`config.mk`:
```
export PLATFORM = sky130hd
export DESIGN_NAME = sram_req_arbiter
export DESIGN_NICKNAME = d
export VERILOG_FILES = /design/src/rtl/sram_req_arbiter.sv
export SDC_FILE = /design/constraint.sdc
export NUM_CORES = 1
export LEC_CHECK = 0
export BUFFER_PORTS_ARGS = -buffer_cell sky130_fd_sc_hd__buf_4
export CORE_AREA = 2 2 125 127
export CTS_CLUSTER_SIZE = 25
export DETAILED_ROUTE_END_ITERATION = 8
export DIE_AREA = 0 0 127 129
export PLACE_DENSITY_LB_ADDON = 0.1
export SKIP_LAST_GASP = 1
export SLEW_MARGIN = 0
export SYNTH_ARGS = -nofsm -noshare
export SYNTH_HDL_FRONTEND = slang
export SYNTH_SLANG_ARGS = --single-unit
```
`constraint.sdc`:
```
create_clock -name clk -period 7.5 [get_ports clk]
set_clock_uncertainty 0.05 [all_clocks]
set_input_delay 0 -clock clk [delete_from_list [all_inputs] [get_ports clk]]
set_output_delay 0 -clock clk [all_outputs]
set_load 0.02 [all_outputs]
```
`src/rtl/sram_req_arbiter.sv`:
```
`default_nettype none
// ============================================================================
// Module   : sram_req_arbiter
// Purpose  : Shares one in-order SRAM-like memory port between the IF-stage
//            instruction requester and the EX/MEM-stage data requester.
//            Arbitrates req/addr_ok, locks the grant until the address is
//            accepted, and keeps an order FIFO of granted requester IDs so
//            each in-order data_ok/rdata is routed back to its owner.
// Ports    : clk, reset        - clock, synchronous active-high reset
//            inst_* / data_*   - two SRAM-like requester interfaces
//            mem_*             - shared SRAM-like port towards the bridge
//            ost_cnt           - outstanding (accepted, unanswered) count
//            arb_err           - sticky protocol error flag
// Options  : ARB_RR_EN - round-robin selection when both sides request
//            (default build: fixed data-over-instruction priority)
// Revision : 1.0 - initial release
// ============================================================================
module sram_req_arbiter #(
    parameter int OST_DEPTH = 4,
    parameter int ADDR_W    = 32,
    parameter int DATA_W    = 32
) (
    input  logic                         clk,
    input  logic                         reset,
    // instruction side
    input  logic                         inst_req,
    input  logic                         inst_wr,
    input  logic [1:0]                   inst_size,
    input  logic [3:0]                   inst_wstrb,
    input  logic [ADDR_W-1:0]            inst_addr,
    input  logic [DATA_W-1:0]            inst_wdata,
    output logic                         inst_addr_ok,
    output logic                         inst_data_ok,
    output logic [DATA_W-1:0]            inst_rdata,
    // data side
    input  logic                         data_req,
    input  logic                         data_wr,
    input  logic [1:0]                   data_size,
    input  logic [3:0]                   data_wstrb,
    input  logic [ADDR_W-1:0]            data_addr,
    input  logic [DATA_W-1:0]            data_wdata,
    output logic                         data_addr_ok,
    output logic                         data_data_ok,
    output logic [DATA_W-1:0]            data_rdata,
    // shared memory port
    output logic                         mem_req,
    output logic                         mem_wr,
    output logic [1:0]                   mem_size,
    output logic [3:0]                   mem_wstrb,
    output logic [ADDR_W-1:0]            mem_addr,
    output logic [DATA_W-1:0]            mem_wdata,
    input  logic                         mem_addr_ok,
    input  logic                         mem_data_ok,
    input  logic [DATA_W-1:0]            mem_rdata,
    // status
    output logic [$clog2(OST_DEPTH):0]   ost_cnt,
    output logic                         arb_err
);

    localparam int c_PTR_W = $clog2(OST_DEPTH);
    localparam int c_CNT_W = c_PTR_W + 1;

    typedef enum logic [1:0] {
        c_ST_IDLE   = 2'd0,
        c_ST_LOCK_I = 2'd1,
        c_ST_LOCK_D = 2'd2
    } state_t;

    state_t               r_state_q, w_state_d;
    logic [OST_DEPTH-1:0] r_ids_q,   w_ids_d;
    logic [c_PTR_W-1:0]   r_wptr_q,  w_wptr_d;
    logic [c_PTR_W-1:0]   r_rptr_q,  w_rptr_d;
    logic [c_CNT_W-1:0]   r_cnt_q,   w_cnt_d;
    logic                 r_err_q,   w_err_d;
`ifdef ARB_RR_EN
    logic                 r_last_q,  w_last_d;   // 0 = I, 1 = D
`endif

    logic w_gnt_id;     // granted side: 0 = I, 1 = D
    logic w_gnt_req;    // request level of the granted side
    logic w_full;
    logic w_empty;
    logic w_mem_req;
    logic w_push;
    logic w_resp;
    logic w_head;

    // ------------------------------------------------------------------
    // Grant selection: a lock pins the owner; otherwise pick a side.
    // ------------------------------------------------------------------
    always_comb begin
        w_gnt_id  = 1'b0;
        w_gnt_req = 1'b0;
        case (r_state_q)
            c_ST_LOCK_I: begin
                w_gnt_id  = 1'b0;
                w_gnt_req = inst_req;
            end
            c_ST_LOCK_D: begin
                w_gnt_id  = 1'b1;
                w_gnt_req = data_req;
            end
            default: begin
`ifdef ARB_RR_EN
                if (data_req && inst_req) begin
                    w_gnt_id = ~r_last_q;
                end else begin
                    w_gnt_id = data_req;
                end
`else
                w_gnt_id  = data_req;
`endif
                w_gnt_req = data_req | inst_req;
            end
        endcase
    end

    assign w_full    = (r_cnt_q == c_CNT_W'(OST_DEPTH));
    assign w_empty   = (r_cnt_q == '0);
    // Full blocks new requests even if a pop lands in the same cycle.
    assign w_mem_req = w_gnt_req & ~w_full & ~reset;
    assign w_push    = w_mem_req & mem_addr_ok;
    assign w_resp    = mem_data_ok & ~w_empty & ~reset;
    assign w_head    = r_ids_q[r_rptr_q];

    // ------------------------------------------------------------------
    // Shared request mux: everything is zero while no request is issued.
    // ------------------------------------------------------------------
    assign mem_req   = w_mem_req;
    assign mem_wr    = w_mem_req & (w_gnt_id ? data_wr : inst_wr);
    assign mem_size  = w_mem_req ? (w_gnt_id ? data_size  : inst_size)  : 2'b0;
    assign mem_wstrb = w_mem_req ? (w_gnt_id ? data_wstrb : inst_wstrb) : 4'b0;
    assign mem_addr  = w_mem_req ? (w_gnt_id ? data_addr  : inst_addr)  : '0;
    assign mem_wdata = w_mem_req ? (w_gnt_id ? data_wdata : inst_wdata) : '0;

    assign inst_addr_ok = w_push & ~w_gnt_id;
    assign data_addr_ok = w_push &  w_gnt_id;

    // Responses come back in order; the FIFO head names the owner.
    assign inst_data_ok = w_resp & ~w_head;
    assign data_data_ok = w_resp &  w_head;
    assign inst_rdata   = mem_rdata;
    assign data_rdata   = mem_rdata;

    assign ost_cnt = r_cnt_q;
    assign arb_err = r_err_q;

    // ------------------------------------------------------------------
    // Grant FSM next state
    // ------------------------------------------------------------------
    always_comb begin
        w_state_d = r_state_q;
        case (r_state_q)
            c_ST_IDLE: begin
                if (w_mem_req && !mem_addr_ok) begin
                    w_state_d = w_gnt_id ? c_ST_LOCK_D : c_ST_LOCK_I;
                end
            end
            c_ST_LOCK_I, c_ST_LOCK_D: begin
                // A dropped req leaves the lock in place until a handshake.
                if (w_push) begin
                    w_state_d = c_ST_IDLE;
                end
            end
            default: w_state_d = c_ST_IDLE;
        endcase
    end

    // ------------------------------------------------------------------
    // Order FIFO, occupancy and error tracking
    // ------------------------------------------------------------------
    always_comb begin
        w_ids_d  = r_ids_q;
        w_wptr_d = r_wptr_q;
        w_rptr_d = r_rptr_q;
        if (w_push) begin
            w_ids_d[r_wptr_q] = w_gnt_id;
            w_wptr_d          = r_wptr_q + {{(c_PTR_W-1){1'b0}}, 1'b1};
        end
        if (w_resp) begin
            w_rptr_d = r_rptr_q + {{(c_PTR_W-1){1'b0}}, 1'b1};
        end
        w_cnt_d = r_cnt_q + {{(c_CNT_W-1){1'b0}}, w_push}
                          - {{(c_CNT_W-1){1'b0}}, w_resp};
        // Orphan response, or address accept with no request outstanding.
        w_err_d = r_err_q | (mem_data_ok & w_empty) | (mem_addr_ok & ~w_mem_req);
`ifdef ARB_RR_EN
        w_last_d = w_push ? w_gnt_id : r_last_q;
`endif
    end

    always_ff @(posedge clk) begin
        if (reset) begin
            r_state_q <= c_ST_IDLE;
            r_ids_q   <= '0;
            r_wptr_q  <= '0;
            r_rptr_q  <= '0;
            r_cnt_q   <= '0;
            r_err_q   <= 1'b0;
`ifdef ARB_RR_EN
            r_last_q  <= 1'b0;
`endif
        end else begin
            r_state_q <= w_state_d;
            r_ids_q   <= w_ids_d;
            r_wptr_q  <= w_wptr_d;
            r_rptr_q  <= w_rptr_d;
            r_cnt_q   <= w_cnt_d;
            r_err_q   <= w_err_d;
`ifdef ARB_RR_EN
            r_last_q  <= w_last_d;
`endif
        end
    end

endmodule
`default_nettype wire

```
==> results list <==
- After detailed routing, the number of remaining DRC violations is 0.
- Row generation in the floorplan step produced 45 rows.
- Pwr Density: between 200 and 300 mW/mm^2
- Result of the run: finished, final reports clean
- CTS built an H-tree with a depth of 1.
- At the end of routability-driven placement, the weighted congestion stood at slightly below 0.8.
* Mux share of post-synthesis cell area: roughly 2.3%
- Commonest cells after routing, fill and taps aside: buf_4 (230), nand2_1 (148), a21oi_1 (75)
- The layout has roughly 1,700 filler cells.
- In this run the clock root is driven by a clkbuf_16.
* Compound-Gate Fraction of Synth Area: between 20% and 30%
* Fraction of layout cells with a size suffix above 1: between 40% and 50%
- The worst register-to-register path begins at r_state_q[0]$_SDFFE_PP0P_.
* Fraction of synthesized cell area in xor and xnor cells: 1.514%
* Unique cell type count in the Yosys netlist: 34
- Via count of the first global-routing pass: about 2,900
- Global router's overall resource usage: between 10% and 20%
- # diodes: 0
- Kind of launch point of the worst setup path: flip-flop
* DR WL/cell: between 10 and 15 microns
- Maximum number of pins on one net before global-route repair: a little under 80
* Sum of overflow across all layers after global routing: 0
- Of the synthesized area, sequential elements account for 12.11%.
- In this run the static leakage power is around 2.1 nW.
* First-pass GRT wire length: about 15,000 microns
- The number of hold violations in the final report is 0.
* Post-cts gate resize count: 0
* R2r endpoint: ost_cnt[2]$_SDFF_PP0_
- Max Clk Rate: roughly 340 MHz
* Net count after synthesis: 580
- In this run the count of I/O pins placed on the die edge is between 300 and 400.
- The path with the worst hold slack has its endpoint at arb_err$_SDFF_PP0_.
- Worst path required time: 7.58 ns
- The worst hold path was traced through 3 stages.
- Setup slack on the worst reg-to-reg path comes out at 4.59 ns.
* Vias/cell: between 4 and 5
- Along the worst path, the maximum fanout reaches 8.
- Pin slew with the least headroom to its limit: 0.8410 ns
- Setup fix buffers added after clock tree synthesis: 0
* Worst EP arrival: about 3.0 ns
- Vias after detailed routing: about 3,100
- DIE HEIGHT: ~130 microns
- Unrepaired setup endpoints after global routing: false
- Each instance of the synthesized netlist takes up on average approximately 5.9 sq um.
* Max transition margin: a little over two fifths
- Hold_sp: mem_data_ok
* Count of input and output buffers: 227
- The worst register-to-register path has a depth of 11.
- Synth Area in Adders: 5.730%
- DRC violation total after the first TritonRoute iteration: approximately 120
- Buffers inserted to repair hold after CTS numbered 32.
- The net count of the finished layout is 759.
* Standard cell core area: between 0.01 and 0.015 sq mm
* Netlist area before placement: ~0.0023 sq mm
- TritonCTS built the clock tree.
- Number of synthesis warnings: 0
- Final wirelength: approximately 10,000 microns
- The smallest clock period supported by the final layout is computed as 2.907 ns.
- After layout, the worst path uses about two fifths of the clock period.
- The synthesized design contains 14 register bits.
* Main combinational cell family by area after synthesis: simple AND/OR/NAND/NOR gates
- Number of standard cells after synthesis: 390
- Type of the tightest min-delay check: in2reg
- Once detailed placement completed, the half-perimeter wirelength came to 7692 microns.
* Crit end category: flip-flop
* Layout-stage area growth over the synthesis result: 77.51%
* Die Outline Area: approximately 0.016 sq mm
- IR analysis of the VDD net gives a maximum drop of around 0.00015 V.
* Most common library cell in the layout ignoring fill and taps: buf_4
- CTS clk-pin slew, worst paths: 0.05 ns
* Post-DRT Antenna Nets: 0
- Clock latency at the later pin of the worst-skew pair: about 0.25 ns
- Number of max-cap violations: 0
* Number of standard cells in the final layout excluding fillers: ~760
* Sum of negative setup slack: 0 ns
- By startpoint and endpoint, the worst setup path is classified as reg2reg.
- Final slew viol count: 0
* Number of placed instances with taps included: 720
- Number of antenna violations at the first check in global routing: 0
- Total CTS buffers: 3
- Before antenna repair, the detailed router went through 4 iterations.
- For this configuration, the core starts out at a cell density of 15.46%.
- CTS Buffer Depth: 2
- Endpoints failing setup: 0
- Width of the die: around 130 microns
- The clock drives 14 sinks.
* Simple-gate share of the synthesized area: 28.81%
-- per-stage QoR --
| stage | cell area (sq um) | worst slack (ns) | util [%] | hold WS (ns) | total power [W] |
|---|---|---|---|---|---|
| global placement | 3700 | 4.648 | 24.70 | -0.04980 | 0.0009466 |
| global route | 4109 | 4.396 | 27.44 | 0.02802 | 0.001182 |
| detailed placement | 3700 | 4.590 | 24.70 | -0.04980 | 0.0009488 |
| finish | 4109 | 4.593 | 27.44 | 0.003116 | 0.001086 |
| CTS | 4109 | 4.572 | 27.44 | 0.0009452 | 0.001108 |
| floorplan | 2315 | 4.849 | - | 0.02161 | 0.0006601 |
-- flip-flops by register name (all words and copies together) (netlist names) --
name,flops
r_state_q,2
r_wptr_q,2
r_rptr_q,2
arb_err,1
r_ids_q,4
ost_cnt,3
-- cells by family (layout without fill, tap and decap cells) --
group	Yosys count	in the layout
AOI/OAI and AO/OA	92	92
xor gates and xnor gates	4	4
adders and majority gates	10	10
buffers and inverters	98	276
DFF	14	14
muxes	4	4
and+or+nand+nor	168	168
-- cells in the mapped netlist --
library cell | count | area share [%]
dfxtp_1 | 14 | 12
nor3_1 | 1 | 0.22
mux4_2 | 1 | 0.97
a211oi_1 | 4 | 1.3
o21bai_1 | 1 | 0.32
fa_1 | 1 | 0.86
a211oi_4 | 1 | 0.86
o22ai_1 | 3 | 0.81
nand3_1 | 1 | 0.22
o21ai_0 | 1 | 0.22
buf_2 | 17 | 3.7
nor2_1 | 9 | 1.5
xnor2_1 | 4 | 1.5
a311oi_1 | 2 | 0.76
ha_1 | 9 | 4.9
nand2b_1 | 1 | 0.27
a22oi_1 | 1 | 0.32
clkbuf_1 | 6 | 0.97
buf_1 | 1 | 0.16
o21bai_2 | 1 | 0.49
buf_4 | 64 | 21
and2_1 | 1 | 0.27
o211ai_1 | 1 | 0.32
a21oi_1 | 75 | 16
mux2_1 | 1 | 0.49
inv_2 | 1 | 0.16
mux2i_1 | 2 | 0.86
nor2b_1 | 3 | 0.81
nand2_1 | 149 | 24
o31ai_1 | 1 | 0.32
nor3b_2 | 2 | 1.1
o31a_1 | 1 | 0.38
inv_1 | 9 | 1.5
nor3b_1 | 1 | 0.32
-- final cells by class --
cell class | count | area [sq um] | area share, %
repair buffers | 262 | 2047 | 49.82
multi-input cells | 278 | 1420 | 34.56
flip-flops and latches | 14 | 280.3 | 6.821
well taps | 188 | 235.2 | 5.725
clock buffers | 4 | 88.84 | 2.162
inverters | 10 | 37.54 | 0.9135
-- per-layer routing --
metal  share of wire [%]  vias to the layer above  track usage [%]  routed length (microns)
met5                   0                        -                0                        0
met3                 6.5                       14            1.622                      680
li1                    -                     1552                -                        -
met2                  55                      152            22.71                     5741
met1                  37                     1390            12.27                     3910
met4                 1.3                        0            2.262                      133
-- report_power, final --
| group | internal, W | switching (W) |
|---|---|---|
| sequential | 0.0000919 | 0.0000168 |
| combinational | 0.000332 | 0.000532 |
| clock | 0.0000810 | 0.0000330 |
| total | 0.000505 | 0.000582 |
-- worst max-delay path, cell delays in order (launching register included) --
cell,delay [ns]
dfxtp_1,0.33
inv_1,0.07
ha_1,0.41
o21bai_2,0.28
a211oi_4,0.45
inv_2,0.09
ha_1,0.29
inv_1,0.04
ha_1,0.19
fa_1,0.38
xnor2_1,0.16
nor2_1,0.05
-- worst max-delay path by stage --
stage / from / to / slack, ns
finish: r_state_q[0]$_SDFFE_PP0P_ / ost_cnt[2]$_SDFF_PP0_ / 4.59
global route: r_state_q[1]$_SDFFE_PP0P_ / ost_cnt[2]$_SDFF_PP0_ / 4.40
CTS: r_state_q[0]$_SDFFE_PP0P_ / ost_cnt[2]$_SDFF_PP0_ / 4.57
detailed placement: r_state_q[0]$_SDFFE_PP0P_ / ost_cnt[2]$_SDFF_PP0_ / 4.59
global placement: r_state_q[0]$_SDFFE_PP0P_ / ost_cnt[2]$_SDFF_PP0_ / 4.65
floorplan: r_state_q[0]$_SDFFE_PP0P_ / ost_cnt[2]$_SDFF_PP0_ / 4.85
Power figures use the tool's default switching activity.
